$ cat src/rtl/filters_pkg.sv
// Shared types and helpers for the filter rounding/saturation datapath.
package filters_pkg;

   typedef enum logic [1:0] {
      RND_TRUNC   = 2'b00,
      RND_HALF_UP = 2'b01,
      RND_CONV    = 2'b10
   } rnd_mode_t;

   // Rounded width keeps one extra MSB so the round-up carry cannot overflow.
   function automatic int unsigned rnd_width(input int unsigned iw, input int unsigned shift);
      return iw - shift + 1;
   endfunction

endpackage

$ cat src/rtl/filters_round_sat_lane.sv
// One channel of round + overflow detect + clamp/wrap, split at the S1 register:
// the rounding half feeds S1, the saturation half works on the registered value.
module filters_round_sat_lane
   import filters_pkg::*;
#(
   parameter int unsigned IW    = 16,
   parameter int unsigned SHIFT = 4,
   parameter int unsigned OW    = 12,
   parameter int unsigned RW    = rnd_width(IW, SHIFT)
) (
   input  logic [IW-1:0] i_x,
   input  rnd_mode_t     i_mode,
   output logic [RW-1:0] o_rnd,
   input  logic [RW-1:0] i_rnd,
   input  logic          i_sat_en,
   output logic [OW-1:0] o_y,
   output logic          o_ovf
);

   logic [IW:0]    w_v;
   logic [RW-OW:0] w_top;

   assign w_v = {i_x[IW-1], i_x};

   if (SHIFT == 0) begin : g_pass
      assign o_rnd = w_v;
   end else begin : g_rnd
      localparam logic [SHIFT-1:0] H = SHIFT'(1) << (SHIFT - 1);

      logic [RW-1:0] w_trunc;
      logic [RW-1:0] w_half;
      logic          w_tie;

      // Adding h before the shift only carries in when the top dropped bit is set.
      assign w_trunc = w_v[IW:SHIFT];
      assign w_half  = w_trunc + RW'(i_x[SHIFT-1]);
      assign w_tie   = (i_x[SHIFT-1:0] == H);

      always_comb begin
         o_rnd = w_trunc;
         case (i_mode)
            RND_HALF_UP: o_rnd = w_half;
            RND_CONV:    o_rnd = w_tie ? {w_half[RW-1:1], 1'b0} : w_half;
            default:     o_rnd = w_trunc;
         endcase
      end
   end

   // In range only when all bits from the output sign bit upward agree.
   assign w_top = i_rnd[RW-1:OW-1];
   assign o_ovf = !((&w_top) | ~(|w_top));

   always_comb begin
      o_y = i_rnd[OW-1:0];
      if (o_ovf && i_sat_en) begin
         o_y = i_rnd[RW-1] ? {1'b1, {(OW-1){1'b0}}} : {1'b0, {(OW-1){1'b1}}};
      end
   end

endmodule

$ cat src/rtl/filters_round_sat_pipe.sv
// Multi-channel two-stage round/saturate pipeline with valid/ready flow control,
// per-channel sticky overflow flags and a saturating overflow event counter.
module filters_round_sat_pipe
   import filters_pkg::*;
#(
   parameter int unsigned IW    = 16,
   parameter int unsigned SHIFT = 4,
   parameter int unsigned OW    = 12,
   parameter int unsigned CH    = 2,
   parameter int unsigned CNT_W = 16
) (
   input  logic                clk_i,
   input  logic                rst_i,
   input  logic                valid_i,
   output logic                ready_o,
   input  logic [CH*IW-1:0]    x_i,
   input  logic [1:0]          rnd_mode_i,
   input  logic                sat_en_i,
   output logic                valid_o,
   input  logic                ready_i,
   output logic [CH*OW-1:0]    y_o,
   output logic [CH-1:0]       ovf_o,
   output logic [CH-1:0]       sticky_ovf_o,
   output logic [CNT_W-1:0]    ovf_cnt_o,
   input  logic                clear_i
);

   localparam int unsigned RW = rnd_width(IW, SHIFT);

   if (OW > IW - SHIFT || OW < 2) begin : g_bad_cfg
      $error("filters_round_sat_pipe: OW must satisfy 2 <= OW <= IW-SHIFT");
   end

   logic [RW-1:0]    w_rnd    [CH];
   logic [RW-1:0]    r_s1_rnd [CH];
   logic             r_s1_vld;
   logic             r_s1_sat;
   logic [CH*OW-1:0] w_y;
   logic [CH-1:0]    w_ovf;
   logic             r_s2_vld;
   logic [CH*OW-1:0] r_y;
   logic [CH-1:0]    r_ovf;
   logic [CH-1:0]    r_sticky;
   logic [CNT_W-1:0] r_cnt;
   logic             w_s2_adv;
   logic             w_s1_adv;
   logic             w_out_xfer;

   for (genvar c = 0; c < CH; c++) begin : g_lane
      filters_round_sat_lane #(
         .IW    (IW),
         .SHIFT (SHIFT),
         .OW    (OW)
      ) u_lane (
         .i_x      (x_i[c*IW +: IW]),
         .i_mode   (rnd_mode_t'(rnd_mode_i)),
         .o_rnd    (w_rnd[c]),
         .i_rnd    (r_s1_rnd[c]),
         .i_sat_en (r_s1_sat),
         .o_y      (w_y[c*OW +: OW]),
         .o_ovf    (w_ovf[c])
      );
   end

   assign w_s2_adv   = !r_s2_vld || ready_i;
   assign w_s1_adv   = !r_s1_vld || w_s2_adv;
   assign w_out_xfer = r_s2_vld && ready_i;
   assign ready_o    = w_s1_adv && !rst_i;

   // S1: rounded value plus the saturation mode that travels with it.
   always_ff @(posedge clk_i or posedge rst_i) begin
      if (rst_i) begin
         r_s1_vld <= 1'b0;
         r_s1_sat <= 1'b0;
         for (int c = 0; c < CH; c++) r_s1_rnd[c] <= '0;
      end else if (w_s1_adv) begin
         r_s1_vld <= valid_i;
         if (valid_i) begin
            r_s1_sat <= sat_en_i;
            for (int c = 0; c < CH; c++) r_s1_rnd[c] <= w_rnd[c];
         end
      end
   end

   // S2: final sample; ovf is forced low whenever the stage drains empty.
   always_ff @(posedge clk_i or posedge rst_i) begin
      if (rst_i) begin
         r_s2_vld <= 1'b0;
         r_y      <= '0;
         r_ovf    <= '0;
      end else if (w_s2_adv) begin
         r_s2_vld <= r_s1_vld;
         r_ovf    <= r_s1_vld ? w_ovf : '0;
         if (r_s1_vld) r_y <= w_y;
      end
   end

   // A coincident overflow event overrides clear so it is never lost.
   always_ff @(posedge clk_i or posedge rst_i) begin
      if (rst_i) begin
         r_sticky <= '0;
         r_cnt    <= '0;
      end else if (w_out_xfer && (|r_ovf)) begin
         r_sticky <= clear_i ? r_ovf : (r_sticky | r_ovf);
         if (clear_i)          r_cnt <= CNT_W'(1);
         else if (~&r_cnt)     r_cnt <= r_cnt + CNT_W'(1);
      end else if (clear_i) begin
         r_sticky <= '0;
         r_cnt    <= '0;
      end
   end

   assign valid_o      = r_s2_vld;
   assign y_o          = r_y;
   assign ovf_o        = r_ovf;
   assign sticky_ovf_o = r_sticky;
   assign ovf_cnt_o    = r_cnt;

endmodule

$ cat config.mk
export PLATFORM = sky130hd
export DESIGN_NAME = filters_round_sat_pipe
export DESIGN_NICKNAME = d
export VERILOG_FILES = /design/src/rtl/filters_pkg.sv /design/src/rtl/filters_round_sat_lane.sv /design/src/rtl/filters_round_sat_pipe.sv
export SDC_FILE = /design/constraint.sdc
export NUM_CORES = 1
export LEC_CHECK = 0
export ABC_AREA = 1
export BUFFER_PORTS_ARGS = -buffer_cell sky130_fd_sc_hd__buf_2
export CAP_MARGIN = 20
export CORE_ASPECT_RATIO = 0.9
export CORE_UTILIZATION = 59
export CTS_BUF_LIST = sky130_fd_sc_hd__clkbuf_16
export DETAILED_ROUTE_END_ITERATION = 8
export GPL_TIMING_DRIVEN = 0
export PLACE_DENSITY = 0.95
export SLEW_MARGIN = 40
export SYNTH_ARGS = -nofsm -noshare
export SYNTH_HDL_FRONTEND = slang
export SYNTH_SLANG_ARGS = --single-unit
$ cat constraint.sdc
create_clock -name clk_i -period 6.5 [get_ports clk_i]
set_input_delay 0.65 -clock clk_i [delete_from_list [all_inputs] [get_ports clk_i]]
set_output_delay 0.65 -clock clk_i [all_outputs]
set_load 0.05 [all_outputs]
Word level (Yosys, flattened, before mapping)
Index checks and enable logic that the tools add are counted.
{"block": "classes", "reduce_logical": 22, "order_cmp": 0, "add_sub_neg": 3, "multipliers": 0, "mux": 16, "shift": 0, "n_div": 0, "n_eq_ne": 5, "bitwise": 5}
{"operator": "two-way mux 16 bit", "count": 4}
{"operator": "one-hot mux 13 bit (2 select lines)", "count": 2}
{"operator": "two-way mux 12 bit", "count": 4}
{"operator": "adder 12 x 2 -> 13 bit", "count": 2}
{"operator": "adder 16 x 1 -> 16 bit (second input constant)", "count": 1}
{"operator": "AND reduction 16 bit", "count": 1}
{"operator": "AND reduction 2 bit", "count": 5}
{"operator": "equality test 4 bit (second input constant)", "count": 2}
{"operator": "two-way mux 2 bit", "count": 4}
{"operator": "OR reduction 2 bit", "count": 3}
{"operator": "logical AND 1 bit", "count": 5}
{"operator": "logical NOT 1 bit", "count": 5}
{"operator": "equality test 2 x 1 -> 1 bit (second input constant)", "count": 1}
{"operator": "equality test 2 bit (second input constant)", "count": 1}
{"operator": "logical OR 1 bit", "count": 2}
{"operator": "two-way mux 1 bit", "count": 2}
{"operator": "inequality test 2 bit (second input constant)", "count": 1}
{"operator": "inverter 1 bit", "count": 2}
{"operator": "bitwise OR 1 bit", "count": 2}
{"operator": "bitwise OR 2 bit", "count": 1}
{"operator": "nonzero test 2 bit", "count": 1}
{"block": "word_totals", "word_cells": 60, "mem_count": 0, "register_bits": 73, "latchBits": 0, "ram_bits": 0, "romBits": 0, "in_bits": 40, "out_inout_bits": 46}

Longest topological paths before layout
Gate-level depths: netlist of run 1.
{"block": "logic_depth", "word_depth": 6, "mapped_depth": 10, "mapped_depth_nobuf": 10}

Cells and area by module
Synthesis of run 1 repeated with hierarchy kept, for this count alone.
{"block": "hier_totals", "hier_cells": 521, "area_unflattened_um2": 4386.7}
{"module": "filters_round_sat_pipe", "area_per_inst_um2": 3155.5, "seq_area_each_um2": 1826.8, "instances": 1, "cells_each": 278}
{"module": "filters_round_sat_lane at g_lane[0].u_lane", "area_per_inst_um2": 615.6, "seq_area_each_um2": 0.0, "instances": 1, "cells_each": 121}
{"module": "filters_round_sat_lane at g_lane[1].u_lane", "area_per_inst_um2": 615.6, "seq_area_each_um2": 0.0, "instances": 1, "cells_each": 122}

Worst setup path before layout of run 1
No wires, ideal clock.
{"block": "synth_path", "path_type": "in2out", "startpoint": "input rst_i", "endpoint": "output ready_o", "path_slack_ns": 3.179, "arrival_time_ns": 2.671, "required_time_ns": 5.850, "path_buffers": 0, "cell_stages": 3, "path_cell_list": "inv_1 -> nand2_1 -> inv_1"}
{"block": "synth_between", "elab_chain_cells": 2}
{"element": "start, declared", "line_no": "filters_round_sat_pipe.sv:13", "source": "input logic rst_i,"}
{"element": "logical NOT 1 bit (no line)"}
{"element": "logical AND 1 bit", "line_no": "filters_round_sat_pipe.sv:68", "source": "assign ready_o = w_s1_adv && !rst_i;"}
{"element": "end, declared", "line_no": "filters_round_sat_pipe.sv:15", "source": "output logic ready_o,"}
No other way between the ends.

Final worst setup path of run 1
Ends and elaborated chain as after synthesis.

==> results of run 1 <==
## logic make-up after synthesis
kind of cell,synth area share [%]
xor+xnor,1.11
simple gates,31.7
flops,46.5
fa+ha+maj,2.23
buf+inv,7.55
compound gates,10.9
## cells in the mapped netlist
library cell / instances / share of area, %
dfrtp_1: 73 / 47
nand3_2: 1 / 0.25
o211ai_1: 3 / 0.57
a31oi_1: 1 / 0.16
buf_2: 4 / 0.51
a21oi_1: 29 / 3.7
nor2_1: 59 / 5.6
buf_6: 1 / 0.29
nor3_1: 5 / 0.64
inv_1: 53 / 5.1
nor2_4: 5 / 1.4
and3_1: 1 / 0.16
inv_2: 3 / 0.29
clkbuf_1: 5 / 0.48
o21ai_2: 1 / 0.22
nor3_2: 2 / 0.51
nand2_1: 149 / 14
a21oi_2: 1 / 0.22
a22oi_1: 2 / 0.38
o21bai_1: 3 / 0.57
inv_4: 1 / 0.16
buf_4: 4 / 0.76
nand3_1: 38 / 4.8
o21ai_1: 11 / 1.4
nand2_2: 6 / 0.96
o31ai_1: 2 / 0.38
or2_2: 1 / 0.16
ha_1: 7 / 2.2
o21ai_0: 24 / 3.1
a22o_1: 1 / 0.22
xor2_1: 5 / 1.1
nand4_1: 14 / 2.2
nor2_2: 4 / 0.64
## routing by layer
layer / vias to the layer above / part of all wire (%)
li1: 1877 / -
met1: 1875 / 39
met2: 292 / 48
met3: 56 / 9.5
met4: 0 / 3.6
met5: - / 0
## worst max-delay path, cell delays in order
cell and delay (ps):
buf_2 120, inv_6 130, buf_16 290, nand2_1 90, inv_1 60, buf_2 250
## power by group through the flow
stage / Sequential (mW) / Combinational [mW] / Clock (mW)
floorplan: 0.810 / 0.169 / 0
global placement: 0.598 / 0.503 / 0
detailed placement: 0.603 / 0.519 / 0
CTS: 0.597 / 0.524 / 0.491
global route: 0.608 / 0.563 / 0.513
finish: 0.599 / 0.526 / 0.489
## worst max path at each step
| stage | slack, ps | endpoint | start |
|---|---|---|---|
| 6_report | 4220 | ready_o | rst_i |
| 5_1_grt | 4110 | ready_o | rst_i |
| 4_1_cts | 4200 | ready_o | rst_i |
| 3_5_place_dp | 4200 | r_s1_rnd[12] | rnd_mode_i[0] |
| 3_3_place_gp | 2580 | ready_o | rst_i |
| 2_1_floorplan | 3180 | ready_o | rst_i |
## cells in the final DEF (no fill, tap or decap), types with 4 or more instances in the layout
cell         n
a21oi_1     29
buf_2       89
buf_4        4
clkbuf_1     5
clkbuf_16    9
dfrtp_1     73
ha_1         7
inv_1       52
nand2_1    149
nand2_2      6
nand3_1     38
nand4_1     14
nor2_1      59
nor2_2       4
nor2_4       5
nor3_1       5
o21ai_0     24
o21ai_1     11
xor2_1       5
## flip-flops by register name (all words and copies together), names as in the netlist
name          flops
ovf_cnt_o        16
ovf_o             2
r_s1_rnd         26
r_s1_sat          1
r_s1_vld          1
sticky_ovf_o      2
valid_o           1
y_o              24
## metrics by stage
stage	utilization (%)	hold WS, ps	cell area (µm²)	std cells
floorplan	-	449	3930	519
global placement	71.0	453	4460	691
detailed placement	71.5	466	4490	692
CTS	76.2	228	4790	708
global route	76.2	229	4790	708
finish	76.2	224	4790	708
## layout make-up
| type | instances | area, µm² | share of cell area, % |
|---|---|---|---|
| flip-flops and latches | 73 | 1830 | 38.1 |
| multi-input cells | 375 | 1800 | 37.7 |
| repair buffers | 86 | 453 | 9.45 |
| clock buffers | 9 | 225 | 4.70 |
| inverters | 57 | 221 | 4.62 |
| well taps | 87 | 109 | 2.27 |
| plain buffers | 14 | 80.1 | 1.67 |
| clock inverters | 7 | 71.3 | 1.49 |
==> results.md, run 1 <==
- Worst setup margin: 4220 ps
- Largest net degree at the start of global routing: 63
- Die Wd: 88 µm
- Worst EP arrival: 1630 ps
- Worst rel slew slack: 51.0%
- IO Count: 86
- H-tree Lvls: 3
- # hold bufs at CTS: 0
- CTS tree: done
- Layout cells sized above 1: 22.1%
- TritonCTS Sinks: 73
- Core Rows: 27
- Tot GR Track Use: 33.2%
- Final Max Tran Viols: 0
- CP Capture Type: output pin
- Fillers: 425
- Worst slew pin tran: 730 ps
- Initial antenna violation count: 0
- GR peak layer: met2
- Sequential area share after synthesis: 46.5%
- Gate power share: 32.6%
- Max FO, Critical Path: 62
- TNS Setup: 0 ps
- Reg2Reg Setup Slack: 4760 ps
- Antenna-violating nets left: 0
- Pre-CTS WS: 4200 ps
- First-pass GRT wire length: 17.6 mm
- # diodes: 0
- CTS root buffer: clkbuf_16
- Register-to-Register Path Depth: 8
- Core Area: 6280 µm²
- Clock share of power: 30.3%
- Die H: 79.4 µm
- P per Cell Area: 337 nW/µm²
- Min-Delay Path Class: input pin to asynchronous set/reset pin
- Clk slew on worst S/H paths: 60 ps
- Area Growth Syn to Fin: 22.0%
- Final critical-path share of the clock period: 35.1%
- Postcts setup bufs: 0
- Clock Latency Late Sink: 330 ps
- Setup Skew: 6.06 ps
- Vias: 4100
- Switching part of the total power: 40.3%
- Yosys warning total: 0
- Vias in the first global route: 3899
- DIE AREA: 6990 µm²
- R2R Path End: r_s1_rnd[12]
- Routed wire length: 10.8 mm
- Leak: 2.44 nW
- Net Sw Power: 0.650 mW
- RePlAce Congestion: 0.914
- Per-cell routed wire length: 15.2 µm
- Post-synthesis instance total: 519
- Num CTS Buffers: 9
- Power Total: 1.61 mW
- Resized Gates After CTS: 0
- Met1 Use GR: 42.5%
- Nets@finish: 663
- Syn Area/Cell: 7.57 µm²
- Met2 Resource Use GR: 53.7%
- Hpwl dp: 7.58 mm
- DRC: 0
- Minimum clock period: 2280 ps
- RSZ-0062 raised after global routing: false
- Drt initial violations: 425
- VDD IR max: 250 µV
- Starting density of the core: 62.5%
- Met3 Resource Use GR: 8.79%
- Worst Path Class, Setup: input pin to output pin
- First drt pass iteration count: 7
- Data required, critical path: 5850 ps
- Yosys cell types: 33
- DR vias/cell: 5.79
- Synth Cell Area: 3930 µm²
- Sequential cell fraction of total power: 37.1%
- Clock Tree Buf Depth: 2
- Final Hold Fails: 0
- Seq cells post-synth: 73
- Status: completed
- # port buffers: 85
- Max Cap Viol: 0
- Pint: 0.964 mW
- F_max: 0.438 GHz
- Setup violators final: 0
- Synthesized Nets: 566
- GRT overflow: 0
- Worst r2r src: valid_o
- Crit path launch type: input pin
No activity file was read; power rests on OpenSTA's default activity.
==> inputs of run 2 (changes only) <==
--- a/config.mk
+++ b/config.mk
@@ -9,11 +9,11 @@
 export BUFFER_PORTS_ARGS = -buffer_cell sky130_fd_sc_hd__buf_2
 export CAP_MARGIN = 20
 export CORE_ASPECT_RATIO = 0.9
-export CORE_UTILIZATION = 59
+export CORE_UTILIZATION = 55
 export CTS_BUF_LIST = sky130_fd_sc_hd__clkbuf_16
 export DETAILED_ROUTE_END_ITERATION = 8
 export GPL_TIMING_DRIVEN = 0
-export PLACE_DENSITY = 0.95
+export PLACE_DENSITY = 0.92
 export SLEW_MARGIN = 40
 export SYNTH_ARGS = -nofsm -noshare
 export SYNTH_HDL_FRONTEND = slang
==> constraint.sdc (replaced) <==
create_clock -name clk_i -period 2.3 [get_ports clk_i]
set_input_delay 0.23 -clock clk_i [delete_from_list [all_inputs] [get_ports clk_i]]
set_output_delay 0.23 -clock clk_i [all_outputs]
set_load 0.05 [all_outputs]
==> run 2 against run 1 <==
Via count is 4.4% lower. Register-to-register slack lost 4100 ps. Critical path type unchanged. Design area grew 1.6%. Sequential cell count stayed put. Routed wire length fell by 7.5%. Sequential power rose to 2.8 times the previous value.
==> results.md, run 2 (synthesis gave the netlist of run 1 again) <==
- Commonest non-fill, non-tap cell in the layout: nand2_1
- Setup violators final: 0 (unchanged)
- F_max: 0.492 GHz
- Most frequent cells in the layout: nand2_1, buf_2, dfrtp_1, nor2_1, inv_1
- Core Area: 6730 µm² (+7.0%)
- Crit path launch type: input pin
- Routed wire length: 9.98 mm (-7.5%)
- Status: completed
- R2R Path End: ovf_cnt_o[13]
- Vias in the first global route: 3630 (-6.9%)
- Min-Delay Path Class: input pin to register
- Largest Register: r_s1_rnd
- Starting density of the core: 58.4% (-4.1 points)
- Register-to-Register Path Depth: 10 (+2)
- Leak: 2.48 nW (+1.7%)
- Finished Core Util: 72.3% (-3.9 points)
- First-pass GRT wire length: 16.4 mm (-6.9%)
- Tot GR Track Use: 28.2% (-5.0 points)
- Power Total: 4.65 mW (+190%)
- Crit path max-delay family: buffers and inverters
- Max FFs per register: 26 (unchanged)
- Worst slew pin tran: 605 ps (-124 ps)
- CTS tree: done
- Initial antenna violation count: 0 (unchanged)
- Non-Filler Instances: 714 (+0.85%)
- Hold path startpoint: sat_en_i
- Die H: 82.2 µm (+3.5%)
- Final critical-path share of the clock period: 88.3%
- TNS Setup: 0 ps (unchanged)
- RSZ-0062 raised after global routing: false
- Largest net degree at the start of global routing: 27 (-57%)
- Worst path slowest cell: dlygate4sd3_1
- Hpwl dp: 7.37 mm (-2.7%)
- Multi-input combinational cell area: 1800 µm² (unchanged)
- RePlAce Congestion: 0.887 (-2.9%)
- Resized Gates After CTS: 0 (unchanged)
- Per-cell routed wire length: 14.0 µm (-8.3%)
- Worst rel slew slack: 59.3% (+8.4 points)
- Max FO, Critical Path: 15 (-76%)
- P per Cell Area: 956 nW/µm² (+180%)
- Clock Latency Late Sink: 330 ps (about the same)
- FF/Latch Area: 1830 µm² (unchanged)
- Area Growth Syn to Fin: 23.9%
- Antenna-violating nets left: 0 (unchanged)
- Pre-CTS WS: 443 ps (-3760 ps)
- # diodes: 0 (unchanged)
- Layout cells sized above 1: 22.0% (-0.11 points)
- VDD IR max: 572 µV (+130%)
- Setup Skew: 5.76 ps (-0.303 ps)
- Placed Instance Area: 4540 µm² (+1.1%)
- Reg2Reg Setup Slack: 610 ps (-4150 ps)
- Clock Tree Buf Depth: 2 (unchanged)
- Final Hold Fails: 0 (unchanged)
- CTS root buffer: clkbuf_16
- Nets@finish: 666 (+0.45%)
- DR vias/cell: 5.49 (-5.2%)
- Die Wd: 91.1 µm (+3.5%)
- Num CTS Buffers: 9 (unchanged)
- Critical Path Most Common Cell: buf_2
- Worst r2r src: ovf_cnt_o[0]
- DRC: 0 (unchanged)
- Hold slack: 101 ps (-123 ps)
- Max Cap Viol: 0 (unchanged)
- IO Count: 86 (unchanged)
- Minimum clock period: 2030 ps
- Vias: 3919 (-4.4%)
- # port buffers: 85 (unchanged)
- Critical path cell sequence: dlygate4sd3_1 > buf_2 > clkinvlp_4 > buf_16 > nand2_1 > inv_1 > buf_2
- Design Area, Final: 4870 µm² (+1.6%)
- Worst EP arrival: 1800 ps (+170 ps)
- CP Capture Type: output pin
- GRT overflow: 0 (unchanged)
- Drt initial violations: 202 (-52%)
- Worst Path Class, Setup: input pin to output pin
- Clk slew on worst S/H paths: 60 ps (about the same)
- Worst setup margin: 269 ps (-3950 ps)
- DIE AREA: 7480 µm² (+7.1%)
- Fillers: 544 (+28%)
- TritonCTS Sinks: 73 (unchanged)
- Final Max Tran Viols: 0 (unchanged)
- Max stage delay on crit path: 510 ps (+220 ps)
- WP buf/inv: 6 (+1)
- First drt pass iteration count: 5 (-2)
- Crit path from: rst_i
- WHS Endpoint: r_s1_sat
- Data required, critical path: 2070 ps (-3780 ps)
- H-tree Lvls: 3 (unchanged)
- Worst Hold Path Cells: 3
- Core Rows: 28 (+3.7%)
- # placed instances: 697 (+0.72%)
[run 2: where the power goes]
part	switching, mW	total [mW]	leakage, nW	internal, mW
clock	0.526	1.46	0.158	0.939
combinational	1.12	1.48	1.41	0.362
sequential	0.169	1.70	0.914	1.53
total	1.81	4.65	2.48	2.84
[run 2: worst max path at each step]
stage / end / slack [ps] / cells past startpoint
after floorplan: ready_o / 370 / 3
after global placement: ready_o / -190 / 5
after detailed placement: r_s1_rnd[17] / 440 / 9
after CTS: ready_o / 220 / 7
after global routing: ready_o / 150 / 7
final: ready_o / 270 / 7
[run 2: tightest hold or removal path, cell delays in order]
cell and delay [ps]:
buf_2 80, nand2_1 40, nand2_1 50
[run 2: layer usage]
layer | vias up | wire length [µm] | track usage (%)
met5 | - | 0 | 0
met2 | 180 | 4910 | 50.5
met3 | 28 | 594 | 5.40
met4 | 0 | 203 | 11.4
li1 | 1882 | - | -
met1 | 1829 | 4280 | 34.2
[run 2: timing repair]
action,CTS,global route
setup buffers,0,0
hold endpoints to repair,13,0
hold buffers,1,0
[run 2: final cells by class]
class,count,area share (%)
sequential,73,37.5
multi-input combinational,375,37.1
timing repair buffer,89,10.5
clock buffer,9,4.63
inverter,57,4.53
tap,90,2.31
clock inverter,7,1.77
buffer,14,1.65
==> inputs of run 3 (changes only) <==
--- a/config.mk
+++ b/config.mk
@@ -9,11 +9,11 @@
 export BUFFER_PORTS_ARGS = -buffer_cell sky130_fd_sc_hd__buf_2
 export CAP_MARGIN = 20
 export CORE_ASPECT_RATIO = 0.9
-export CORE_UTILIZATION = 55
+export CORE_UTILIZATION = 59
 export CTS_BUF_LIST = sky130_fd_sc_hd__clkbuf_16
 export DETAILED_ROUTE_END_ITERATION = 8
 export GPL_TIMING_DRIVEN = 0
-export PLACE_DENSITY = 0.92
+export PLACE_DENSITY = 0.95
 export SLEW_MARGIN = 40
 export SYNTH_ARGS = -nofsm -noshare
 export SYNTH_HDL_FRONTEND = slang
==> constraint.sdc (replaced) <==
create_clock -name clk_i -period 2.5 [get_ports clk_i]
set_input_delay 0.25 -clock clk_i [delete_from_list [all_inputs] [get_ports clk_i]]
set_output_delay 0.25 -clock clk_i [all_outputs]
set_load 0.05 [all_outputs]
==> run 3 against run 2 <==
Sequential cell count is the same. Clock skew is essentially flat. Non-clock buffer count is the same. Global-route usage grew 6.4 points. Total power grew 2.3%. Die area shrank 6.6%. Critical path depth is the same. First-iteration DRC count grew 59%. Clock power grew 23%. Sequential share of layout area shrank 0.75 points. Worst setup slack gained 150 ps. Hold slack gained 66 ps. Critical endpoint unchanged.
==> results.md, run 3 (synthesis gave the netlist of run 1 again) <==
- Status: completed
- Tot GR Track Use: 34.6% (+6.4 points)
- Worst rel slew slack: 53.5% (-5.8 points)
- RSZ-0062 raised after global routing: false
- First-pass GRT wire length: 18.3 mm (+12%)
- Crit path launch type: input pin
- Worst Hold Path Cells: 3 (unchanged)
- Max Cap Viol: 0 (unchanged)
- Hpwl dp: 7.66 mm (+3.8%)
- WHS Endpoint: r_s1_sat
- Most frequent cells in the layout: nand2_1, buf_2, dfrtp_1, nor2_1, inv_1
- Layout cells sized above 1: 22.3% (+0.32 points)
- DIE AREA: 6990 µm² (-6.6%)
- Core Area: 6280 µm² (-6.6%)
- Max FO, Critical Path: 19 (+4)
- Hold slack: 167 ps (+66.1 ps)
- Area Growth Syn to Fin: 26.4%
- Postcts setup bufs: 0 (unchanged)
- Die H: 79.4 µm (-3.4%)
- Nets@finish: 666 (unchanged)
- Critical path cell sequence: dlygate4sd3_1 > buf_2 > clkinvlp_4 > buf_16 > nand2_1 > inv_1 > buf_2
- Crit path max-delay family: buffers and inverters
- Setup Skew: 5.91 ps (+0.155 ps)
- Antenna-violating nets left: 0 (unchanged)
- Data required, critical path: 2250 ps (+180 ps)
- First drt pass iteration count: 5 (unchanged)
- WP buf/inv: 6 (unchanged)
- # diodes: 0 (unchanged)
- Minimum clock period: 2080 ps
- Leak: 2.53 nW (+1.7%)
- Register-to-Register Path Depth: 9 (-1)
- Critical Path Most Common Cell: buf_2
- CP Capture Type: output pin
- R2R Path End: ovf_cnt_o[5]
- Worst r2r src: ovf_cnt_o[0]
- DR vias/cell: 5.70 (+3.9%)
- Setup violators final: 0 (unchanged)
- Clock Latency Late Sink: 340 ps (about the same)
- CTS tree: done
- Clk slew on worst S/H paths: 60 ps (about the same)
- Num CTS Buffers: 9 (unchanged)
- Routed wire length: 10.9 mm (+9.5%)
- Core Rows: 27 (-3.6%)
- GRT overflow: 0 (unchanged)
- Max FFs per register: 26 (unchanged)
- Vias: 4055 (+3.5%)
- IO Count: 86 (unchanged)
- Final Max Tran Viols: 0 (unchanged)
- H-tree Lvls: 3 (unchanged)
- DRC: 0 (unchanged)
- Final critical-path share of the clock period: 83.1%
- Worst path slowest cell: dlygate4sd3_1
- Initial antenna violation count: 0 (unchanged)
- Max stage delay on crit path: 520 ps (about the same)
- Hold path startpoint: sat_en_i
- Commonest non-fill, non-tap cell in the layout: nand2_1
- Per-cell routed wire length: 15.4 µm (+10%)
- TNS Setup: 0 ps (unchanged)
- P per Cell Area: 958 nW/µm² (+0.28%)
- Drt initial violations: 321 (+59%)
- Worst setup margin: 422 ps (+154 ps)
- VDD IR max: 503 µV (-12%)
- Worst EP arrival: 1830 ps (+30 ps)
- Die Wd: 88 µm (-3.4%)
- Reg2Reg Setup Slack: 750 ps (+140 ps)
- Clock Tree Buf Depth: 2 (unchanged)
- Final Hold Fails: 0 (unchanged)
- RePlAce Congestion: 0.895 (+0.88%)
- Worst slew pin tran: 692 ps (+86.6 ps)
- # port buffers: 85 (unchanged)
- Min-Delay Path Class: input pin to register
- Largest Register: r_s1_rnd
- Pre-CTS WS: 623 ps (+180 ps)
- Worst Path Class, Setup: input pin to output pin
- Largest net degree at the start of global routing: 28 (+3.7%)
- F_max: 0.481 GHz
- Vias in the first global route: 3982 (+9.7%)
- Starting density of the core: 62.5% (+4.1 points)
- TritonCTS Sinks: 73 (unchanged)
- CTS root buffer: clkbuf_16
[run 3: cell types whose count changed in the layout (fill, tap and decap cells not counted)]
cell,before,now
clkinv_1,1,0
clkinv_4,1,0
inv_1,53,52
bufinv_16,2,6
clkinv_2,2,0
inv_6,0,1
[run 3: final cells by class]
class | instances | area (µm²)
inverters | 57 | 220
multi-input cells | 375 | 1800
well taps | 87 | 109
clock inverters | 7 | 189
clock buffers | 9 | 225
plain buffers | 14 | 80.1
flip-flops and latches | 73 | 1830
repair buffers | 89 | 510
fillers | 420 | 1320
[run 3: repair_timing]
item	CTS	global route
setup endpoints to repair	0	0
hold endpoints to repair	11	0
gates resized for setup	0	0
hold buffers	1	0
[run 3: worst register-to-register path, stage by stage (launching register included)]
cell     delay, ps
dfrtp_1        430
ha_1           230
nand2_1        130
nor2_4         140
nand2_2        130
nor2_4         150
nand2_2        120
nand2_2        150
nand2_1        100
o21ai_1        100
[run 3: worst max path at each step]
stage / startpoint / cells past startpoint / to
final: rst_i / 7 / ready_o
after global routing: rst_i / 7 / ready_o
after CTS: rst_i / 7 / ready_o
after detailed placement: rnd_mode_i[0] / 9 / r_s1_rnd[17]
after global placement: rst_i / 5 / ready_o
after floorplan: rst_i / 3 / ready_o
[run 3: metal layers]
metal	track usage, %	routed length, µm	up-vias
met4	14.8	285	0
met1	42.8	4340	1891
met3	8.48	948	37
met5	0	0	-
met2	57.4	5360	246
li1	-	-	1881
[run 3: power breakdown]
part,internal (mW),leakage [nW],total [mW],switching (mW)
logic,0.334,1.41,1.38,1.05
registers,1.41,0.914,1.58,0.164
clock network,1.28,0.200,1.80,0.517
total,3.03,2.53,4.76,1.73
[run 3: through the flow]
stage,total power [mW],utilization [%],std cells,cell area (µm²)
finish,4.76,79.0,711,4960
global route,4.92,79.0,711,4960
CTS,4.73,79.0,711,4960
detailed placement,2.93,72.3,694,4540
global placement,2.87,71.1,691,4470
floorplan,2.54,-,519,3930
